`src/rtl/rd_stream_stage.sv`:
```
// ============================================================================
// rd_stream_stage : FIFO pull-port to valid/ready stream, 2-entry prefetch
// Rev 1.0
// ============================================================================
`default_nettype none
`timescale 1ns/1ps

module rd_stream_stage #(
   parameter int DATA_WIDTH = 8
) (
   input  logic                  rclk,
   input  logic                  rrst,
   input  logic                  fifo_empty,
   output logic                  fifo_r_en,
   input  logic [DATA_WIDTH-1:0] fifo_rdata,
   output logic                  m_valid,
   input  logic                  m_ready,
   output logic [DATA_WIDTH-1:0] m_data,
   output logic [1:0]            level,
   output logic                  err_ovf
);

   logic [1:0]            cnt_q;
   logic [1:0]            cnt_d;
   logic                  inflight_q;
   logic                  wr_ptr_q;
   logic                  rd_ptr_q;
   logic                  err_ovf_q;
   logic [DATA_WIDTH-1:0] entry_q [2];

   logic                  pop;
   logic                  push;
   logic                  ovf;
   logic [2:0]            outstanding;

   assign m_valid = (cnt_q != 2'd0);
   assign pop     = m_valid & m_ready;

   // Words held or arriving after this cycle's pop; never underflows since pop implies cnt_q >= 1.
   assign outstanding = {1'b0, cnt_q} + {2'b00, inflight_q} - {2'b00, pop};
   assign fifo_r_en   = ~fifo_empty & (outstanding <= 3'd1);

   assign ovf  = inflight_q & (cnt_q == 2'd2) & ~pop;
   assign push = inflight_q & ~ovf;

   always_comb begin
      cnt_d = cnt_q + {1'b0, push} - {1'b0, pop};
   end

   always_ff @(posedge rclk or posedge rrst) begin
      if (rrst) begin
         cnt_q      <= 2'd0;
         inflight_q <= 1'b0;
         wr_ptr_q   <= 1'b0;
         rd_ptr_q   <= 1'b0;
         err_ovf_q  <= 1'b0;
         entry_q[0] <= '0;
         entry_q[1] <= '0;
      end else begin
         inflight_q <= fifo_r_en;
         cnt_q      <= cnt_d;
         if (push) begin
            entry_q[wr_ptr_q] <= fifo_rdata;
            wr_ptr_q          <= ~wr_ptr_q;
         end
         if (pop) begin
            rd_ptr_q <= ~rd_ptr_q;
         end
         if (ovf) begin
            err_ovf_q <= 1'b1;
         end
      end
   end

   assign m_data  = entry_q[rd_ptr_q];
   assign level   = cnt_q;
   assign err_ovf = err_ovf_q;

endmodule

`default_nettype wire

```
`config.mk`:
```
export PLATFORM = sky130hd
export DESIGN_NAME = rd_stream_stage
export DESIGN_NICKNAME = d
export VERILOG_FILES = /design/src/rtl/rd_stream_stage.sv
export SDC_FILE = /design/constraint.sdc
export NUM_CORES = 1
export LEC_CHECK = 0
export ABC_AREA = 1
export CAP_MARGIN = 10
export CORE_UTILIZATION = 31
export CTS_CLUSTER_DIAMETER = 40
export DETAILED_ROUTE_END_ITERATION = 16
export RECOVER_POWER = 100
export SYNTH_ARGS = -nofsm -noshare
export SYNTH_HDL_FRONTEND = slang
export SYNTH_SLANG_ARGS = --single-unit
```
`constraint.sdc`:
```
create_clock -name rclk -period 2.7 [get_ports rclk]
set_input_delay 0.54 -clock rclk [delete_from_list [all_inputs] [get_ports rclk]]
set_output_delay 0.54 -clock rclk [all_outputs]
set_load 0.05 [all_outputs]
```
==> results_dict.tcl <==
set metrics [dict create \
    core_region_area_sq_um 3420 \
    track_usage_pct 16.6 \
    detail-route-antenna-nets 0 \
    worst_setup_path_start_kind "register" \
    drt-total-wl_um 3040 \
    cp_common_cell "sky130_fd_sc_hd__inv_2" \
    layout.cell_area.non_filler_sq_um 1670 \
    gp_routability_congestion 0.730 \
    ys_seq_area_share_pct 48.7 \
    mostFrequentLayoutCell "sky130_fd_sc_hd__nand2_1" \
    clock_insertion_delay_worst_skew_ps 320 \
    max-cap-violations 0 \
    cellLeakagePower_nw 0.841 \
    path_max_fanout 2 \
    final_critical_path_setup_slack_ps -284 \
    worstSetupStartpoint "level[0]" \
    clock_tree_from_tritoncts "done" \
    num_vias 1067 \
    clockBufferDepth 2 \
    synth_seq_cells 22 \
    final-setup-viol-count 2 \
    synth-warning-count 0 \
    die_height_um 62.4 \
    worst_slew_margin_rel_pct 43.7 \
    end_kind "primary output" \
    dpl-instance-area_sq_um 1470 \
    clk_pin_slew_ps 120 \
    start_util_pct 33.1 \
    grt_overflow_total 0 \
    critical_path.n_buffers_inverters 5 \
    cts-buffers-inserted 3 \
    timing.setup.critical_path_class "reg2out" \
    tritoncts_num_sinks 22 \
    antenna_cells_inserted 0 \
    clock_tree.htree_level_count 1 \
    fin_nets 197 \
    holdCritPathClass "reg2reg" \
    detail_route.wl_per_cell_um 13.5 \
    max_freq_mhz 335 \
    period_share_pct 111 \
    ios 25 \
    place.port_buffers 24 \
    synthesis.area_sq_um 1130 \
    finalHoldViolCount 0 \
    failed_checks "setup timing" \
    final.setup_skew_ps 1.81 \
    path_delay_family "adder cells" \
    detailedRoute.firstIterationViolations 38 \
    worst_slew_pin_slew_ps 844 \
    drt-vias-per-instance 4.74 \
    clock_tree.root_cell "sky130_fd_sc_hd__clkbuf_4" \
    standard_cell_rows 21 \
    grt_start_max_net_pins 23 \
    die_wd_um 62.4 \
    grt_pass1_wl_um 4850 \
    timing.critical_path.required_ps 2160 \
    timing_max_transition_violations_final 0 \
    num-fill-cells 335 \
    rsz0062_at_grt "true" \
    post_route_cells_drive_above_1_share_pct 21.8 \
    layout_min_cycle_time_ps 2980 \
    drt_pre_antenna_iters 5 \
    syn_to_layout_area_delta_pct 48.2 \
    syn_nets 149 \
    layout_common_cells "sky130_fd_sc_hd__nand2_1, sky130_fd_sc_hd__dfrtp_1, sky130_fd_sc_hd__clkdlybuf4s50_1, sky130_fd_sc_hd__nand4_1, sky130_fd_sc_hd__buf_4" \
    post_synth_num_cell_types 19 \
    vdd.ir_drop.worst_v 0.000766 \
    hold_start "err_ovf" \
    timing.critical_path.slowest_cell_delay_ps 490 \
    detailedPlace.worstSlack_ps -353 \
    remaining_drc_errors 0 \
    first_global_vias 1019 \
    post_cts_hold_buffer_count 0 \
    synth_area_per_cell_sq_um 8.56 \
    outcome "complete, but fails checks" \
    cp.arrival_ps 2440 \
    grt_antenna_before_repair 0 \
    pwr_density_cell_nw_per_um2 1330 \
    dp.final_hpwl_um 1790 \
    design.die.area_sq_um 3890 \
    worstPathCellList "or2_4 -> nand2_4 -> inv_4 -> ha_4 -> inv_2 -> ha_4 -> inv_2 -> fa_1 -> inv_2 -> nor3_4 -> buf_12" \
    regToRegStartpoint "level[1]" \
    cells_after_synth 132 \
    slowest_stage "sky130_fd_sc_hd__fa_1" \
]
==> report_power, final <==
part / internal, mW / switching [mW]
registers: 0.477 / 0.0952
clock network: 0.0827 / 0.107
logic: 0.588 / 0.870
total: 1.15 / 1.07
==> what timing repair did <==
item                                    in CTS  in global routing
resized for setup                            1                 13
endpoints found under the setup margin       1                  2
pin swaps                                    4                  2
endpoints found under the hold margin        0                  0
buffers inserted                            18                  1
==> metal layers <==
metal | vias to the layer above | wire length [um] | track usage (%)
li1 | 518 | - | -
met4 | 0 | 112 | 9.59
met2 | 36 | 1540 | 27.3
met5 | - | 0 | 0
met1 | 505 | 1230 | 19.9
met3 | 8 | 146 | 3.83
==> path summary, 6_finish.rpt <==
path | endpoint | slack (ps) | cells past startpoint
hold reg to reg | err_ovf | 470 | 2
min in group asynchronous | err_ovf | 810 | 2
max in group asynchronous | level[0] | 1320 | 2
setup / recovery | fifo_r_en | -280 | 11
setup reg to reg | rd_ptr_q | -100 | 21
hold / removal | err_ovf | 470 | 2
==> final cells by class <==
type                    instances  area [sq um]  area share [%]
clock buffers                   4          36.3            2.17
inverters                      11          43.8            2.62
multi-input cells              93           513            30.6
flip-flops and latches         22           553            33.0
well taps                      46          57.6            3.44
repair buffers                 49           470            28.1
==> Yosys cell counts <==
master	n	area [sq um]
sky130_fd_sc_hd__clkinv_1	2	7.51
sky130_fd_sc_hd__buf_2	2	10.0
sky130_fd_sc_hd__fa_1	1	20.0
sky130_fd_sc_hd__nand3_2	1	10.0
sky130_fd_sc_hd__clkbuf_8	2	27.5
sky130_fd_sc_hd__nor2_1	1	3.75
sky130_fd_sc_hd__nand4_1	16	100
sky130_fd_sc_hd__nand2_1	62	233
sky130_fd_sc_hd__nor3_1	1	5.00
sky130_fd_sc_hd__ha_1	4	50.1
sky130_fd_sc_hd__nand3_1	1	5.00
sky130_fd_sc_hd__buf_8	1	15.0
sky130_fd_sc_hd__or2_2	1	6.26
sky130_fd_sc_hd__nand2_2	1	6.26
sky130_fd_sc_hd__dfrtp_1	22	551
sky130_fd_sc_hd__inv_1	9	33.8
sky130_fd_sc_hd__xor2_1	2	17.5
sky130_fd_sc_hd__xnor2_1	2	17.5
sky130_fd_sc_hd__buf_6	1	11.3
==> metrics by stage <==
| stage | std cells | hold slack (ps) | setup TNS (ps) | utilization [%] | power [mW] |
|---|---|---|---|---|---|
| floorplan | 132 | 442 | -305 | - | 1.46 |
| global placement | 203 | 446 | -313 | 43.0 | 1.83 |
| detailed placement | 203 | 455 | -353 | 43.0 | 1.87 |
| CTS | 225 | 486 | -582 | 48.0 | 2.17 |
| global route | 225 | 501 | -507 | 49.0 | 2.36 |
| finish | 225 | 473 | -380 | 49.0 | 2.22 |
==> registers in the layout (all words and copies together) (netlist names) <==
| name | count |
|---|---|
| entry_q | 16 |
| level | 2 |
| err_ovf | 1 |
| inflight_q | 1 |
| rd_ptr_q | 1 |
| wr_ptr_q | 1 |
==> worst reg2reg max path: cells and delay by family (launching register included) <==
family                    cells  cell delay [ps]
xor gates and xnor gates      1              130
buffers and inverters        18             1970
DFF                           1              390
and+or+nand+nor               2              190
==> cells by family after synthesis <==
| logic type | share of synthesized area (%) |
|---|---|
| simple gates | 32.7 |
| flops | 48.7 |
| fa+ha+maj | 6.20 |
| xor+xnor | 3.10 |
| buf+inv | 9.30 |
Note: power is estimated with default switching activity, not from simulation.
==> edit 1 (same flow settings) <==
`DATA_WIDTH`: 8 -> 12.
--- a/src/rtl/rd_stream_stage.sv
+++ b/src/rtl/rd_stream_stage.sv
@@ -6,7 +6,7 @@
 `timescale 1ns/1ps
 
 module rd_stream_stage #(
-   parameter int DATA_WIDTH = 8
+   parameter int DATA_WIDTH = 12
 ) (
    input  logic                  rclk,
    input  logic                  rrst,
Interface: changed (resized fifo_rdata and m_data); port bits go from 25 to 33. The function was not compared with the original's and may differ.
==> edit 1 against the unedited design <==
- the flow finishes with violations (max-capacitance violations, max-slew violations)
- fmax increased by 12%
- clock power increased by 99%
- final area rose by 19%
- sequential cell count rose by 8
- wire length increased by 14%
- synthesized area rose by 30%
- worst setup slack improved by 320 ps
- total power rose by 22%
- critical endpoint unchanged
- largest cell class unchanged
==> edit 1: results (changes against the unedited design) <==
=================================================================================
Worst vdd ir                                                           0.000756 V   -1.3%
Fraction of met3 tracks used by global routing                              4.70%   +0.87 points
Relative slew slack                                                        -7.73%   -51 points
Maximum number of pins on one net before global-route repair                   31   +35%
Max Slew Vio Count                                                             31   +31
Max Cap Viol                                                                    1   +1
Portion of the post-synthesis area used by sequential elements              51.0%   +2.3 points
Result of the run                                                    complete, but fails checks
Number of H-tree levels                                                         2   +1
Sum of met2 wire segment lengths after detailed routing                   1660 um   +7.7%
Via count of the first global-routing pass                                   1312   +29%
R2R Path Start                                                         inflight_q
Drt pass-1 iters                                                                6   +1
Combined global-route utilization of all metal layers                       15.9%   -0.71 points
Clock latency on the worst-skew pair                                       280 ps   -40 ps
Distinct cell type count after synthesis                                       15   -4
Violations in the final reports                                      max-capacitance violations, max-slew violations
Skew final                                                                8.78 ps   +6.96 ps
DRT Wirelength                                                            3460 um   +14%
Average wire per standard cell                                            12.2 um   -9.6%
Detailed route wirelength on metal3                                        126 um   -14%
Clock slew seen by the registers of the worst setup and hold paths          70 ps   -50 ps
Start point of the critical path                                         level[1]
Net Count, Synth                                                              208   +40%
Worst-path fanout max                                                           4   +2
Detail Placement HPWL                                                     2350 um   +32%
Count of nets after finishing                                                 249   +26%
Wire length on met1                                                       1620 um   +31%
Clk Tree Root Cell                                                       clkbuf_8
GR Layer Usage met1                                                         20.6%   +0.76 points
Synthesized area per cell                                              7.79 sq um   -9.0%
Critical Path AT                                                          2120 ps   -320 ps
Total number of vias                                                         1316   +23%
Standard cell area after detailed placement                            1920 sq um   +30%
Final weighted congestion in routability-driven placement                   0.780   +6.9%
Leakage Power                                                             1.05 nW   +25%
=================================================================================
==> edit 1: worst max-delay path: stages, from the launching register on <==
cell and delay [ps]:
dfrtp_2 380, inv_4 60, nand2_8 60, nand2_4 60
nor2_4 100, inv_1 50, nand2_1 60, ha_1 130
inv_1 50, fa_1 500, nand2_2 70, nor3_4 160
buf_12 160
==> edit 1: final cells by class <==
class | instances | area, sq um
Fill cell | 464 | 2480
Clock buffer | 6 | 82.6
Sequential cell | 30 | 753
Multi-Input combinational cell | 137 | 671
Tap cell | 52 | 65.1
Clock inverter | 2 | 12.5
Inverter | 11 | 43.8
Timing Repair Buffer | 45 | 362
==> edit 1: worst paths after layout <==
path | depth (start not counted) | slack (ps) | to
min in group asynchronous | 3 | 1250 | entry_q[2]
worst max-delay path | 12 | 40 | fifo_r_en
max in group asynchronous | 3 | 380 | level[1]
worst max register to register | 8 | 520 | entry_q[0]
worst min-delay path | 2 | 470 | err_ovf
worst min register to register | 2 | 470 | err_ovf
==> edit 1: timing repair <==
| action | 4_1_cts | 5_1_grt |
|---|---|---|
| setup endpoints to repair | 1 | 1 |
| pin swaps | 1 | 0 |
| setup buffers | 2 | 0 |
| resized for setup | 2 | 0 |
==> edit 1: kinds of logic after synthesis <==
logic type,count (synthesis),synth area share (%)
xor+xnor,2,1.19
simple gates,132,38.2
buf+inv,22,6.54
fa+ha+maj,3,3.06
flops,30,51.0
==> edit 1: stage by stage <==
stage	worst slack, ps	TNS [ps]
after floorplan	-141	-141
after global placement	-325	-325
after detailed placement	-333	-333
after CTS	0.841	0
after global routing	-111	-229
final	39.3	0
==> edit 1: power by group <==
part	switching, mW	leakage [nW]	internal [mW]
Clock	0.173	0.0472	0.205
Combinational	1.08	0.633	0.469
Sequential	0.134	0.369	0.651
Total	1.39	1.05	1.32
==> edit 2 (config.mk and constraints unchanged) <==
Without the edit above. Register the output `level` once more, with the module's reset; this adds one clock of latency there. The other outputs are not delayed to match.
--- a/src/rtl/rd_stream_stage.sv
+++ b/src/rtl/rd_stream_stage.sv
@@ -73,7 +73,13 @@
    end
 
    assign m_data  = entry_q[rd_ptr_q];
-   assign level   = cnt_q;
+   always_ff @(posedge rclk or posedge rrst) begin
+      if (rrst) begin
+         level <= '0;
+      end else begin
+         level <= cnt_q;
+      end
+   end
    assign err_ovf = err_ovf_q;
 
 endmodule
Behaviour: not the same (a bounded check fails within 4 cycles, from zero or initial values and one cycle with rrst high).
==> edit 2 against the unedited design <==
- the run still ends with negative setup slack left
- global-route usage is 2.1 points lower
- via count is 9.7% lower
- combinational power is 14% lower
- total power is 4.8% lower
- sequential share of layout area is 5.0 points higher
- final area is 5.4% lower
- synthesized cell count is 1.5% higher
- fmax is 3.6% higher
- register-to-register slack better by 400 ps
- sequential cell count is 2 higher
- wire length is 18% lower
- sequential power is 7.7% higher
- synthesized area is 4.4% higher
- worst setup slack better by 100 ps
- critical endpoint unchanged
- largest cell class unchanged
- largest power group unchanged
==> edit 2: results (changes against the unedited design) <==
==================================================================================
R2R Path Start                                                          inflight_q
Leading cell types by count after synthesis                           62 x nand2_1, 24 x dfrtp_1, 16 x nand4_1
Portion of the post-synthesis area used by sequential elements               50.9%   +2.2 points
Placed instance count                                                          207   +2.0%
Via count of the first global-routing pass                                    1002   -1.7%
Global-route wire length before repair                                     4560 um   -6.0%
Post-Route Utilization                                                       43.3%   -5.7 points
Net Count, Synth                                                               151   +1.3%
Clock slew seen by the registers of the worst setup and hold paths           90 ps   -30 ps
Power density cells                                                   1330 nW/um^2   +0.61%
Cell Int Power                                                             1.09 mW   -5.0%
R2r worst-path depth                                                             8   -62%
Worst reg2reg setup slack                                                   300 ps   +400 ps
Adder-Cell Fraction of Synth Area                                            5.94%   -0.26 points
Result of the run                                                     complete, but fails checks
Endpoint of the worst register-to-register path                        entry_q[12]
Clock latency on the worst-skew pair                                        270 ps   -50 ps
Setup Viol. Count Final                                                          1   -1
Violations in the final reports                                       negative setup slack
Drt pass-1 iters                                                                 4   -1
Standard cell area after detailed placement                             1520 sq um   +3.5%
Top delay family on crit path                                          adder cells
Final worst slack                                                          -182 ps   +103 ps
Total of fill cells in the finished design                                     370   +10%
Post-synthesis share of cell area spent on xor and xnor gates                2.97%   -0.13 points
Combined global-route utilization of all metal layers                        14.5%   -2.1 points
Worst hold-check slack                                                      466 ps   -7.26 ps
Initial DRC count                                                               25   -34%
Proportion of power drawn by the clock network                               11.4%   +2.8 points
Average wire per standard cell                                             11.7 um   -13%
Clk Tree Root Cell                                                        clkbuf_8
Hold path startpoint                                                       err_ovf
Total number of vias                                                           964   -9.7%
Count of nets after finishing                                                  183   -7.1%
Final weighted congestion in routability-driven placement                    0.800   +9.6%
Syn Inst Count                                                                 134   +1.5%
Largest cells by area after synthesis                                 dfrtp_1 51%, nand2_1 20%, nand4_1 8.5%
Slew at the pin closest to its max-slew limit                               815 ps   -28.9 ps
Share of synthesized area spent on multiplexers                                 0%   unchanged
Share of final-layout standard cells stronger than drive strength 1          13.3%   -8.5 points
Skew final                                                                 9.76 ps   +7.94 ps
Total of buffers placed on input and output ports                               24   unchanged
Leakage Power                                                             0.794 nW   -5.6%
Compound-gate portion of the synthesized area                                   0%   unchanged
Start point of the critical path                                          cnt_q[0]
Maximum number of pins on one net before global-route repair                    21   -8.7%
Via density per instance                                                      4.53   -4.6%
Detail Placement HPWL                                                      1790 um   +0.50%
==================================================================================
## edit 2: changes by cell type in the layout (fill, tap and decap cells not counted), moves of 6 or more
cell / before / now
clkdlybuf4s50_1: 20 / 10
dlygate4sd3_1: 2 / 12
buf_4: 12 / 6
buf_6: 11 / 0
## edit 2: per-layer routing
| layer | vias up | routed length [um] | global-route usage, % |
|---|---|---|---|
| li1 | 488 | - | - |
| met3 | 5 | 111 | 2.36 |
| met5 | - | 0 | 0 |
| met1 | 442 | 1180 | 18.8 |
| met2 | 29 | 1160 | 23.4 |
| met4 | 0 | 48 | 6.82 |
## edit 2: cell type report
class / instances / area share (%)
Tap cell: 48 / 3.79
Sequential cell: 24 / 38.0
Clock buffer: 4 / 3.48
Multi-Input combinational cell: 93 / 32.5
Timing Repair Buffer: 33 / 19.3
Inverter: 11 / 2.92
## edit 2: timing repair
action | 4_1_cts | 5_1_grt
resized for setup | 1 | 3
setup buffers | 1 | 1
pin swaps | 3 | 1
endpoints found under the setup margin | 1 | 1
